**config.mk**
```make
export PLATFORM = sky130hd
export DESIGN_NAME = lcd_row_writer
export DESIGN_NICKNAME = d
export VERILOG_FILES = /design/src/rtl/lcd_pkg.sv /design/src/rtl/lcd_byte_tx.sv /design/src/rtl/lcd_row_writer.sv
export SDC_FILE = /design/constraint.sdc
export NUM_CORES = 1
export LEC_CHECK = 0
export ABC_AREA = 1
export ABC_CLOCK_PERIOD_IN_PS = 3300
export CORE_MARGIN = 3
export CORE_UTILIZATION = 57
export DETAILED_ROUTE_END_ITERATION = 10
export PLACE_DENSITY = 0.83
export SLEW_MARGIN = 20
export SYNTH_ARGS = -nofsm -noshare
export SYNTH_HDL_FRONTEND = slang
export SYNTH_SLANG_ARGS = --single-unit
```
**constraint.sdc**
```tcl
create_clock -name clk -period 3.3 [get_ports clk]
set_input_delay 0.66 -clock clk [delete_from_list [all_inputs] [get_ports clk]]
set_output_delay 0.66 -clock clk [all_outputs]
set_load 0.01 [all_outputs]
```
**src/rtl/lcd_pkg.sv**
```systemverilog
// Shared types, HD44780 command bytes and frame byte selection for lcd_row_writer.
package lcd_pkg;

  typedef enum logic [1:0] {
    ST_PWRUP,
    ST_INIT,
    ST_IDLE,
    ST_FRAME
  } lcd_state_t;

  typedef enum logic [1:0] {
    TX_IDLE,
    TX_SETUP,
    TX_HIGH,
    TX_WAIT
  } tx_phase_t;

  localparam logic [7:0] LCD_FUNC_SET = 8'h38;
  localparam logic [7:0] LCD_DISP_ON  = 8'h0C;
  localparam logic [7:0] LCD_ENTRY    = 8'h06;
  localparam logic [7:0] LCD_CLEAR    = 8'h01;
  localparam logic [7:0] LCD_LINE0    = 8'h80;
  localparam logic [7:0] LCD_LINE1    = 8'hC0;

  localparam int LCD_FRAME_BYTES = 34;
  localparam int LCD_INIT_BYTES  = 4;

  function automatic logic [7:0] init_cmd(input logic [5:0] idx);
    case (idx)
      6'd0:    return LCD_FUNC_SET;
      6'd1:    return LCD_DISP_ON;
      6'd2:    return LCD_ENTRY;
      default: return LCD_CLEAR;
    endcase
  endfunction

  // Returns {rs, data} for frame byte idx; shadow is {top_row, bottom_row}.
  function automatic logic [8:0] frame_byte(input logic [255:0] shadow, input logic [5:0] idx);
    logic [255:0] sh;
    int k;
    if (idx == 6'd0) return {1'b0, LCD_LINE0};
    if (idx == 6'd17) return {1'b0, LCD_LINE1};
    k  = (idx < 6'd17) ? int'(idx) - 1 : int'(idx) - 2;
    sh = shadow << (8 * k);
    return {1'b1, sh[255:248]};
  endfunction

endpackage

```
**src/rtl/lcd_byte_tx.sv**
```systemverilog
// One HD44780 write strobe: setup with E low, E high pulse, then post-E wait.
// ready is high when idle or in the last wait cycle, so bytes can go back-to-back.
module lcd_byte_tx
  import lcd_pkg::*;
#(
  parameter int SETUP_CYC    = 4,
  parameter int E_HIGH_CYC   = 12,
  parameter int CMD_WAIT_CYC = 2500,
  parameter int CLR_WAIT_CYC = 100000
) (
  input  logic       clk,
  input  logic       rst_n,
  input  logic       go,
  input  logic       rs,
  input  logic [7:0] data,
  input  logic       long_wait,
  output logic       ready,
  output logic       lcd_e,
  output logic       lcd_rs,
  output logic [7:0] lcd_db
);

  localparam int MAX_A   = (SETUP_CYC > E_HIGH_CYC) ? SETUP_CYC : E_HIGH_CYC;
  localparam int MAX_B   = (CMD_WAIT_CYC > CLR_WAIT_CYC) ? CMD_WAIT_CYC : CLR_WAIT_CYC;
  localparam int MAX_CYC = (MAX_A > MAX_B) ? MAX_A : MAX_B;
  localparam int CNT_W   = $clog2(MAX_CYC) + 1;

  localparam logic [CNT_W-1:0] SETUP_LD = CNT_W'(SETUP_CYC - 1);
  localparam logic [CNT_W-1:0] HIGH_LD  = CNT_W'(E_HIGH_CYC - 1);
  localparam logic [CNT_W-1:0] CMD_LD   = CNT_W'(CMD_WAIT_CYC - 1);
  localparam logic [CNT_W-1:0] CLR_LD   = CNT_W'(CLR_WAIT_CYC - 1);

  tx_phase_t        phase, phase_d;
  logic [CNT_W-1:0] cnt, cnt_d;
  logic             e_q, e_d;
  logic             rs_q, rs_d;
  logic [7:0]       db_q, db_d;
  logic             long_q, long_d;

  assign ready  = (phase == TX_IDLE) || ((phase == TX_WAIT) && (cnt == '0));
  assign lcd_e  = e_q;
  assign lcd_rs = rs_q;
  assign lcd_db = db_q;

  always_ff @(posedge clk) begin
    if (!rst_n) begin
      phase  <= TX_IDLE;
      cnt    <= '0;
      e_q    <= 1'b0;
      rs_q   <= 1'b0;
      db_q   <= 8'h00;
      long_q <= 1'b0;
    end else begin
      phase  <= phase_d;
      cnt    <= cnt_d;
      e_q    <= e_d;
      rs_q   <= rs_d;
      db_q   <= db_d;
      long_q <= long_d;
    end
  end

  // RS/DB only change when a new byte is taken, so they hold through the wait.
  always_comb begin
    phase_d = phase;
    cnt_d   = cnt;
    e_d     = e_q;
    rs_d    = rs_q;
    db_d    = db_q;
    long_d  = long_q;
    if (go && ready) begin
      phase_d = TX_SETUP;
      cnt_d   = SETUP_LD;
      e_d     = 1'b0;
      rs_d    = rs;
      db_d    = data;
      long_d  = long_wait;
    end else begin
      case (phase)
        TX_SETUP: begin
          if (cnt == '0) begin
            phase_d = TX_HIGH;
            cnt_d   = HIGH_LD;
            e_d     = 1'b1;
          end else begin
            cnt_d = cnt - CNT_W'(1);
          end
        end
        TX_HIGH: begin
          if (cnt == '0) begin
            phase_d = TX_WAIT;
            cnt_d   = long_q ? CLR_LD : CMD_LD;
            e_d     = 1'b0;
          end else begin
            cnt_d = cnt - CNT_W'(1);
          end
        end
        TX_WAIT: begin
          if (cnt == '0) phase_d = TX_IDLE;
          else           cnt_d   = cnt - CNT_W'(1);
        end
        default: ;
      endcase
    end
  end

endmodule

```
**src/rtl/lcd_row_writer.sv**
```systemverilog
// Writes two 16-char rows to an HD44780 16x2 LCD after a one-time power-up/init.
// Optional LCD_AUTO_REFRESH_EN: repaint continuously, re-sampling rows each frame.
//
//   state    | meaning
//   PWRUP    | power-up delay, LCD pins idle at 0
//   INIT     | sending function set, display on, entry mode, clear
//   IDLE     | waiting for start (busy low)
//   FRAME    | sending line0 addr, 16 top chars, line1 addr, 16 bottom chars
module lcd_row_writer
  import lcd_pkg::*;
#(
  parameter int PWRUP_CYC    = 2000000,
  parameter int SETUP_CYC    = 4,
  parameter int E_HIGH_CYC   = 12,
  parameter int CMD_WAIT_CYC = 2500,
  parameter int CLR_WAIT_CYC = 100000
) (
  input  logic         clk,
  input  logic         rst_n,
  input  logic         start,
  input  logic [127:0] u_row,
  input  logic [127:0] d_row,
  output logic         busy,
  output logic         done,
  output logic         lcd_e,
  output logic         lcd_rs,
  output logic         lcd_rw,
  output logic [7:0]   lcd_db
);

  localparam int MAX_A   = (SETUP_CYC > E_HIGH_CYC) ? SETUP_CYC : E_HIGH_CYC;
  localparam int MAX_B   = (CMD_WAIT_CYC > CLR_WAIT_CYC) ? CMD_WAIT_CYC : CLR_WAIT_CYC;
  localparam int MAX_C   = (MAX_A > MAX_B) ? MAX_A : MAX_B;
  localparam int MAX_CYC = (PWRUP_CYC > MAX_C) ? PWRUP_CYC : MAX_C;
  localparam int CNT_W   = $clog2(MAX_CYC) + 1;

  localparam logic [CNT_W-1:0] PWRUP_LAST = CNT_W'(PWRUP_CYC - 1);

  lcd_state_t       state, state_d;
  logic [CNT_W-1:0] pwr_cnt, pwr_cnt_d;
  logic [5:0]       idx, idx_d;
  logic [255:0]     shadow, shadow_d;
  logic             done_q, done_d;
  logic             accept;
  logic             go, tx_rs, tx_long, tx_ready;
  logic [7:0]       tx_data;

`ifdef LCD_AUTO_REFRESH_EN
  assign accept = (state == ST_IDLE);
  assign busy   = 1'b1;
`else
  assign accept = (state == ST_IDLE) && start;
  assign busy   = (state != ST_IDLE);
`endif

  assign done   = done_q;
  assign lcd_rw = 1'b0;

  always_ff @(posedge clk) begin
    if (!rst_n) begin
      state   <= ST_PWRUP;
      pwr_cnt <= '0;
      idx     <= '0;
      shadow  <= '0;
      done_q  <= 1'b0;
    end else begin
      state   <= state_d;
      pwr_cnt <= pwr_cnt_d;
      idx     <= idx_d;
      shadow  <= shadow_d;
      done_q  <= done_d;
    end
  end

  // idx counts bytes already handed to the strobe; the end test runs once the last wait expires.
  always_comb begin
    state_d   = state;
    pwr_cnt_d = pwr_cnt;
    idx_d     = idx;
    shadow_d  = shadow;
    done_d    = 1'b0;
    go        = 1'b0;
    tx_rs     = 1'b0;
    tx_data   = 8'h00;
    tx_long   = 1'b0;
    case (state)
      ST_PWRUP: begin
        if (pwr_cnt == PWRUP_LAST) state_d   = ST_INIT;
        else                       pwr_cnt_d = pwr_cnt + CNT_W'(1);
      end
      ST_INIT: begin
        if (tx_ready) begin
          if (idx == 6'(LCD_INIT_BYTES)) begin
            state_d = ST_IDLE;
            idx_d   = '0;
          end else begin
            go      = 1'b1;
            tx_data = init_cmd(idx);
            tx_long = (init_cmd(idx) == LCD_CLEAR);
            idx_d   = idx + 6'd1;
          end
        end
      end
      ST_IDLE: begin
        if (accept) begin
          shadow_d = {u_row, d_row};
          go       = 1'b1;
          tx_data  = LCD_LINE0;
          idx_d    = 6'd1;
          state_d  = ST_FRAME;
        end
      end
      ST_FRAME: begin
        if (tx_ready) begin
          if (idx == 6'(LCD_FRAME_BYTES)) begin
            state_d = ST_IDLE;
            idx_d   = '0;
            done_d  = 1'b1;
          end else begin
            go               = 1'b1;
            {tx_rs, tx_data} = frame_byte(shadow, idx);
            idx_d            = idx + 6'd1;
          end
        end
      end
      default: state_d = ST_PWRUP;
    endcase
  end

  lcd_byte_tx #(
    .SETUP_CYC    (SETUP_CYC),
    .E_HIGH_CYC   (E_HIGH_CYC),
    .CMD_WAIT_CYC (CMD_WAIT_CYC),
    .CLR_WAIT_CYC (CLR_WAIT_CYC)
  ) u_byte_tx (
    .clk       (clk),
    .rst_n     (rst_n),
    .go        (go),
    .rs        (tx_rs),
    .data      (tx_data),
    .long_wait (tx_long),
    .ready     (tx_ready),
    .lcd_e     (lcd_e),
    .lcd_rs    (lcd_rs),
    .lcd_db    (lcd_db)
  );

endmodule

```
# After elaboration in Yosys (flattened, before gate mapping)
# Cells that the tools add are included.
[word_totals]
output_inout_bits = 13
in_bits = 259
ff_bits = 318
[classes]
shift = 1
n_mux = 64
n_addsub = 5
order_cmp = 1
n_reduce_logical = 23
n_bitwise = 2
n_eq_ne = 28
[ops]
columns = ["cell", "count"]
rows = [
  ["256-bit by 32-bit << shifter with 256-bit output", 1],
  ["18-bit two-way mux", 3],
  ["18-bit case mux with 3 select lines", 1],
  ["8-bit two-way mux", 6],
  ["6-bit two-way mux", 7],
  ["9-bit two-way mux", 4],
  ["6-bit case mux with 3 select lines", 2],
  ["29-bit two-way mux", 1],
  ["1-bit two-way mux", 24],
  ["8-bit case mux with 3 select lines", 1],
  ["22-bit by 1-bit adder with 22-bit output, second input constant", 1],
  ["22-bit by 21-bit == test with 1-bit output, second input constant", 1],
  ["2-bit two-way mux", 10],
  ["18-bit logical NOT", 1],
  ["18-bit by 1-bit subtractor with 18-bit output, second input constant", 1],
  ["17-bit two-way mux", 1],
  ["2-bit != test, second input constant", 7],
  ["4-bit AND reduction", 3],
  ["2-bit == test, second input constant", 4],
  ["8-bit by 1-bit == test with 1-bit output, second input constant", 1],
  ["2-bit by 1-bit != test with 1-bit output, second input constant", 4],
  ["2-bit case mux with 4 select lines", 1],
  ["2-bit AND reduction", 4],
  ["6-bit by 1-bit subtractor with 7-bit output, second input constant", 1],
  ["25 further kinds", 34],
]

# Longest topological paths before layout
[logic_depth]
depth_word = 14
ltp_mapped = 19

# Modules after synthesis
# A second synthesis with hierarchy kept.
[hier_totals]
hier_cells = 2214
hier_area_um2 = 15453.6
[modules_own_cells]
columns = ["mod", "n_inst", "seq_area_each_um2", "cells_per_inst", "area_per_inst_um2"]
rows = [
  ["lcd_row_writer", 1, 5745.5, 1907, 13506.7],
  ["lcd_byte_tx", 1, 620.6, 307, 1946.9],
]

# Worst setup path before layout
# No wires, ideal clock.
[synth_path]
path_type = "register to register"
start = "register idx[0]"
end = "register u_byte_tx.db_q[1] (netlist: u_byte_tx.lcd_db[1])"
t_arrival_ns = 2.147
path_stages_with_launch = 19
path_buffers = 2
setup_slack_ns = 1.040
synth_period_minus_slack_ns = 2.260
cell_sequence = "dfxtp_1 inv_2 ha_1 inv_1 nor2_1 nand2_2 nand2_4 nand2_4 nand2_4 buf_6 buf_2 o211ai_1 nand3_1 nand3_1 nand3_1 nand3_1 nand2_1 nand2_1 nand2_1"
[synth_via]
elab_chain_len = 11
elab_cells_between_ends = 35
[synth_rtl]
columns = ["element", "line", "source"]
rows = [
  ["start, declared", "lcd_row_writer.sv:41", "logic [5:0] idx, idx_d;"],
  ["start signal, assigned", "lcd_row_writer.sv:69", "idx <= idx_d;"],
  ["parallel branches: the longest is 11 deep, another holds 6-bit by 2-bit subtractor with 7-bit output", "--", ""],
  ["end signal, assigned", "lcd_byte_tx.sv:51", "db_q <= 8'h00;"],
  ["end signal, assigned", "lcd_byte_tx.sv:58", "db_q <= db_d;"],
  ["end, declared", "lcd_byte_tx.sv:37", "logic [7:0] db_q, db_d;"],
]
# Parallel ways; which one is timed is not known. The select of a mux whose other input is x is not followed.
# A chain may end at the register's enable or synchronous reset.

# Final worst setup path
[layout_path]
start = "register idx[0]"
end = "register u_byte_tx.db_q[4] (netlist: u_byte_tx.lcd_db[4])"
# The elaborated chain is that of the path after synthesis.

==> summary.txt <==
Place
  • IO Port Bufs: 270
  • Gpl congestion: 0.949
  • Post-DP HPWL: ~33000 um

Worst setup path
  • CP cell instances: inv_2 -> ha_1 -> inv_1 -> nor2_1 -> nand2_2 -> nand2_4 -> nand2_4 -> nand2_8 -> buf_12 -> a21oi_1 -> o21ai_0 -> nand3_1 -> nand3_1 -> nand3_1 -> nand3_1 -> nand2_1 -> nand2_1 -> nand2_1
  • CP endpoint: u_byte_tx.lcd_db[4]
  • Max incr delay on CP: 510 ps
  • Reg2Reg Setup Slack: about 320 ps
  • Critical Path End Type: register
  • WS Path Type: register to register
  • Worst setup path startpoint: idx[0]
  • Worst setup SP type: register
  • Worst R2R Start: idx[0]
  • R2r worst-path depth: 18
  • Critical Path AT: 3500 ps
  • Reg-to-Reg End: u_byte_tx.lcd_db[4]
  • CP Max Fanout: 55
  • Worst Path Required: approximately 3800 ps
  • Critical-path top delay cell: dfxtp_1
  • Top cell by count, worst path: nand3_1

Power and ir drop
  • Register share of total power: between 40% and 50%
  • P_int: 6940 uW
  • Worst VDD drop: roughly 0.00042 V
  • Psw: 2750 uW
  • Clock power share: between 30% and 40%
  • Pwr Density: 515 nW/um^2
  • Lkg Pwr: 0.00665 uW
  • Design Power: approximately 9700 uW
  • Sw frac: approximately 28%
  • Combinational Power Share: 19.4%

Finish
  • Multi-input logic area: a little over 7000 um^2
  • Fin util: 73.8%
  • Area growth, synth to finish: 26.2%
  • Most frequent cells in the layout: nand2_1, a21oi_1, dfxtp_1
  • Commonest non-fill, non-tap cell in the layout: nand2_1
  • Layout cells sized above 1: roughly 4.8%
  • Nets: 2568
  • Fill count: between 1.5k and 2k
  • FF+latch area: around 6400 um^2

STA
  • Fin crit share: roughly nine tenths
  • WHS: roughly 450 ps
  • Slew @ Worst Pin: between 900 and 1000 ps
  • Setup Viol. Count Final: 0
  • Max Fclk: 0.336 GHz
  • Slew margin rel.: between 30% and 40%
  • Final Skew: approximately 16 ps
  • Final hold vios: 0
  • RSZ-0062 raised after global routing: no
  • Count of pins over their slew limit: 0
  • TNS Setup: 0 ps
  • Tmin final: between 2000 and 3000 ps

CTS
  • TritonCTS Sinks: roughly 320
  • Post-CTS Setup Repair Bufs: 0
  • Hold buffers post-CTS: 0
  • Worst-skew pair later-pin latency: slightly below 600 ps
  • CTS buffer count: 31
  • H-tree Lvls: 1
  • CTS tree: built
  • Root Driver: clkbuf_16
  • Worst-path clk slew: about 60 ps
  • CTS Buffer Depth: 3
  • Post-cts resize count: 0

Logic synthesis
  • Syn Area/Cell: 7.05 um^2
  • Synth Cell Area: 14900 um^2
  • Sequential fraction of the synthesis area: 42.7%
  • Synthesis-stage register bit count: between 300 and 400
  • Gate Count Post-Synth: around 2.1k
  • Net Count, Synth: between 2k and 2.5k
  • Library cells used by synthesis: between 40 and 50
  • YS warnings: 0

Drt
  • Drt total wl: roughly 47000 um
  • Via density per instance: 5.81
  • # DRC: 0
  • Routed WL per cell: roughly 18 um
  • Post-route ant nets: 0
  • Routed via count: ~15k
  • 1st-iter DRT viols: ~2.1k
  • DRT Pass-1 Iters: 6

Run status
  • Status: finished, final reports clean

Global routing
  • Initial antenna violation count: 1
  • GRT Resource Usage Total: approximately a third
  • Vias in the first global route: ~14k
  • First-pass GRT wire length: 74000 um
  • Largest net degree at the start of global routing: ~160
  • Aggregate global routing overflow: 0

Die
  • Die height: about 170 um
  • Core area: between 20000 and 30000 um^2
  • Row count: 58
  • I/O pins: ~270
  • DIE WIDTH: ~170 um
  • Initial core utilization: 58.5%
  • Die area: 28100 um^2

Worst hold path
  • Hold crit path type: register to register

Run
  • # Max-Cap Violations: 0
worst min-delay path by stage:
stage                 from     endpoint  cells after the start
2_1_floorplan   shadow[10]   shadow[10]                      2
3_3_place_gp   shadow[175]  shadow[175]                      2
3_5_place_dp    shadow[78]   shadow[78]                      2
4_1_cts         shadow[78]   shadow[78]                      2
5_1_grt         shadow[89]   shadow[89]                      2
6_report        shadow[78]   shadow[78]                      2
kinds of logic after synthesis:
kind of cell               share of synthesized area [%]
AOI/OAI and AO/OA                                   23.9
and+or+nand+nor                                     20.8
other                                             0.0252
buffers and inverters                               10.2
DFF                                                 42.7
adders and majority gates                           1.26
xor gates and xnor gates                            1.06
power groups by stage:
stage / logic [uW] / registers [uW] / clock network, uW
after floorplan: 1170 / 4050 / 0
after global placement: 1770 / 4060 / 0
after detailed placement: 1810 / 4070 / 0
after CTS: 1830 / 3980 / 3830
after global routing: 2070 / 3990 / 3990
final: 1880 / 3990 / 3820
sequential cells by signal (all words and copies together), names as in the netlist:
| register | flops |
|---|---|
| done | 1 |
| idx | 6 |
| pwr_cnt | 22 |
| shadow | 256 |
| state | 2 |
| u_byte_tx.cnt | 18 |
| u_byte_tx.lcd_db | 8 |
| u_byte_tx.lcd_e | 1 |
| u_byte_tx.lcd_rs | 1 |
| u_byte_tx.long_q | 1 |
| u_byte_tx.phase | 2 |
cells in the mapped netlist (all sizes together):
| cell | count | share of area (%) |
|---|---|---|
| nand2 | 427 | 11 |
| a21oi | 356 | 12 |
| dfxtp | 318 | 43 |
| o21ai | 245 | 8.3 |
| inv | 223 | 5.6 |
| nand3 | 180 | 6.1 |
| clkbuf | 95 | 2.4 |
| nor2 | 67 | 1.8 |
| o211ai | 61 | 3.1 |
| buf | 52 | 2.2 |
| nor3 | 23 | 0.91 |
| ha | 15 | 1.3 |
| xor2 | 13 | 0.76 |
| nand4 | 12 | 0.50 |
| nor4 | 5 | 0.21 |
| xnor2 | 5 | 0.29 |
| nor3b | 4 | 0.20 |
| a211oi | 3 | 0.18 |
| a31oi | 2 | 0.084 |
| clkinv | 2 | 0.050 |
| or2 | 2 | 0.084 |
| a221oi | 1 | 0.059 |
| conb | 1 | 0.025 |
| o21a | 1 | 0.050 |
| o221ai | 1 | 0.059 |
| o22ai | 1 | 0.042 |
stage by stage:
stage / cell area (um^2) / instances / setup slack, ps
global placement: 17700 / 2591 / 497
detailed placement: 17700 / 2591 / 414
floorplan: 14900 / 2115 / 1040
CTS: 18800 / 2649 / 395
finish: 18800 / 2650 / 321
global route: 18800 / 2650 / 136
layer usage:
| metal | vias up | share of wire [%] | track usage [%] |
|---|---|---|---|
| met3 | 126 | 8.9 | 5.50 |
| met4 | 0 | 3.9 | 11.7 |
| met1 | 7027 | 41 | 42.4 |
| met5 | - | 0 | 0 |
| li1 | 7419 | - | - |
| met2 | 818 | 47 | 52.2 |
worst max-delay path: cells and delay by family (launching register included):
family	cells	cell delay, ps
adders and majority gates	1	260
and+or+nand+nor	12	1410
DFF	1	510
buffers and inverters	3	500
AOI/OAI and AO/OA	2	230
cell type report:
class / count / share of cell area (%)
clock inverters: 17 / 1.31
multi-input cells: 1425 / 37.5
diodes: 1 / 0.0133
well taps: 330 / 2.20
repair buffers: 293 / 16.1
clock buffers: 41 / 4.54
flip-flops and latches: 318 / 33.9
inverters: 225 / 4.52
(Power assumes the default switching activity.)
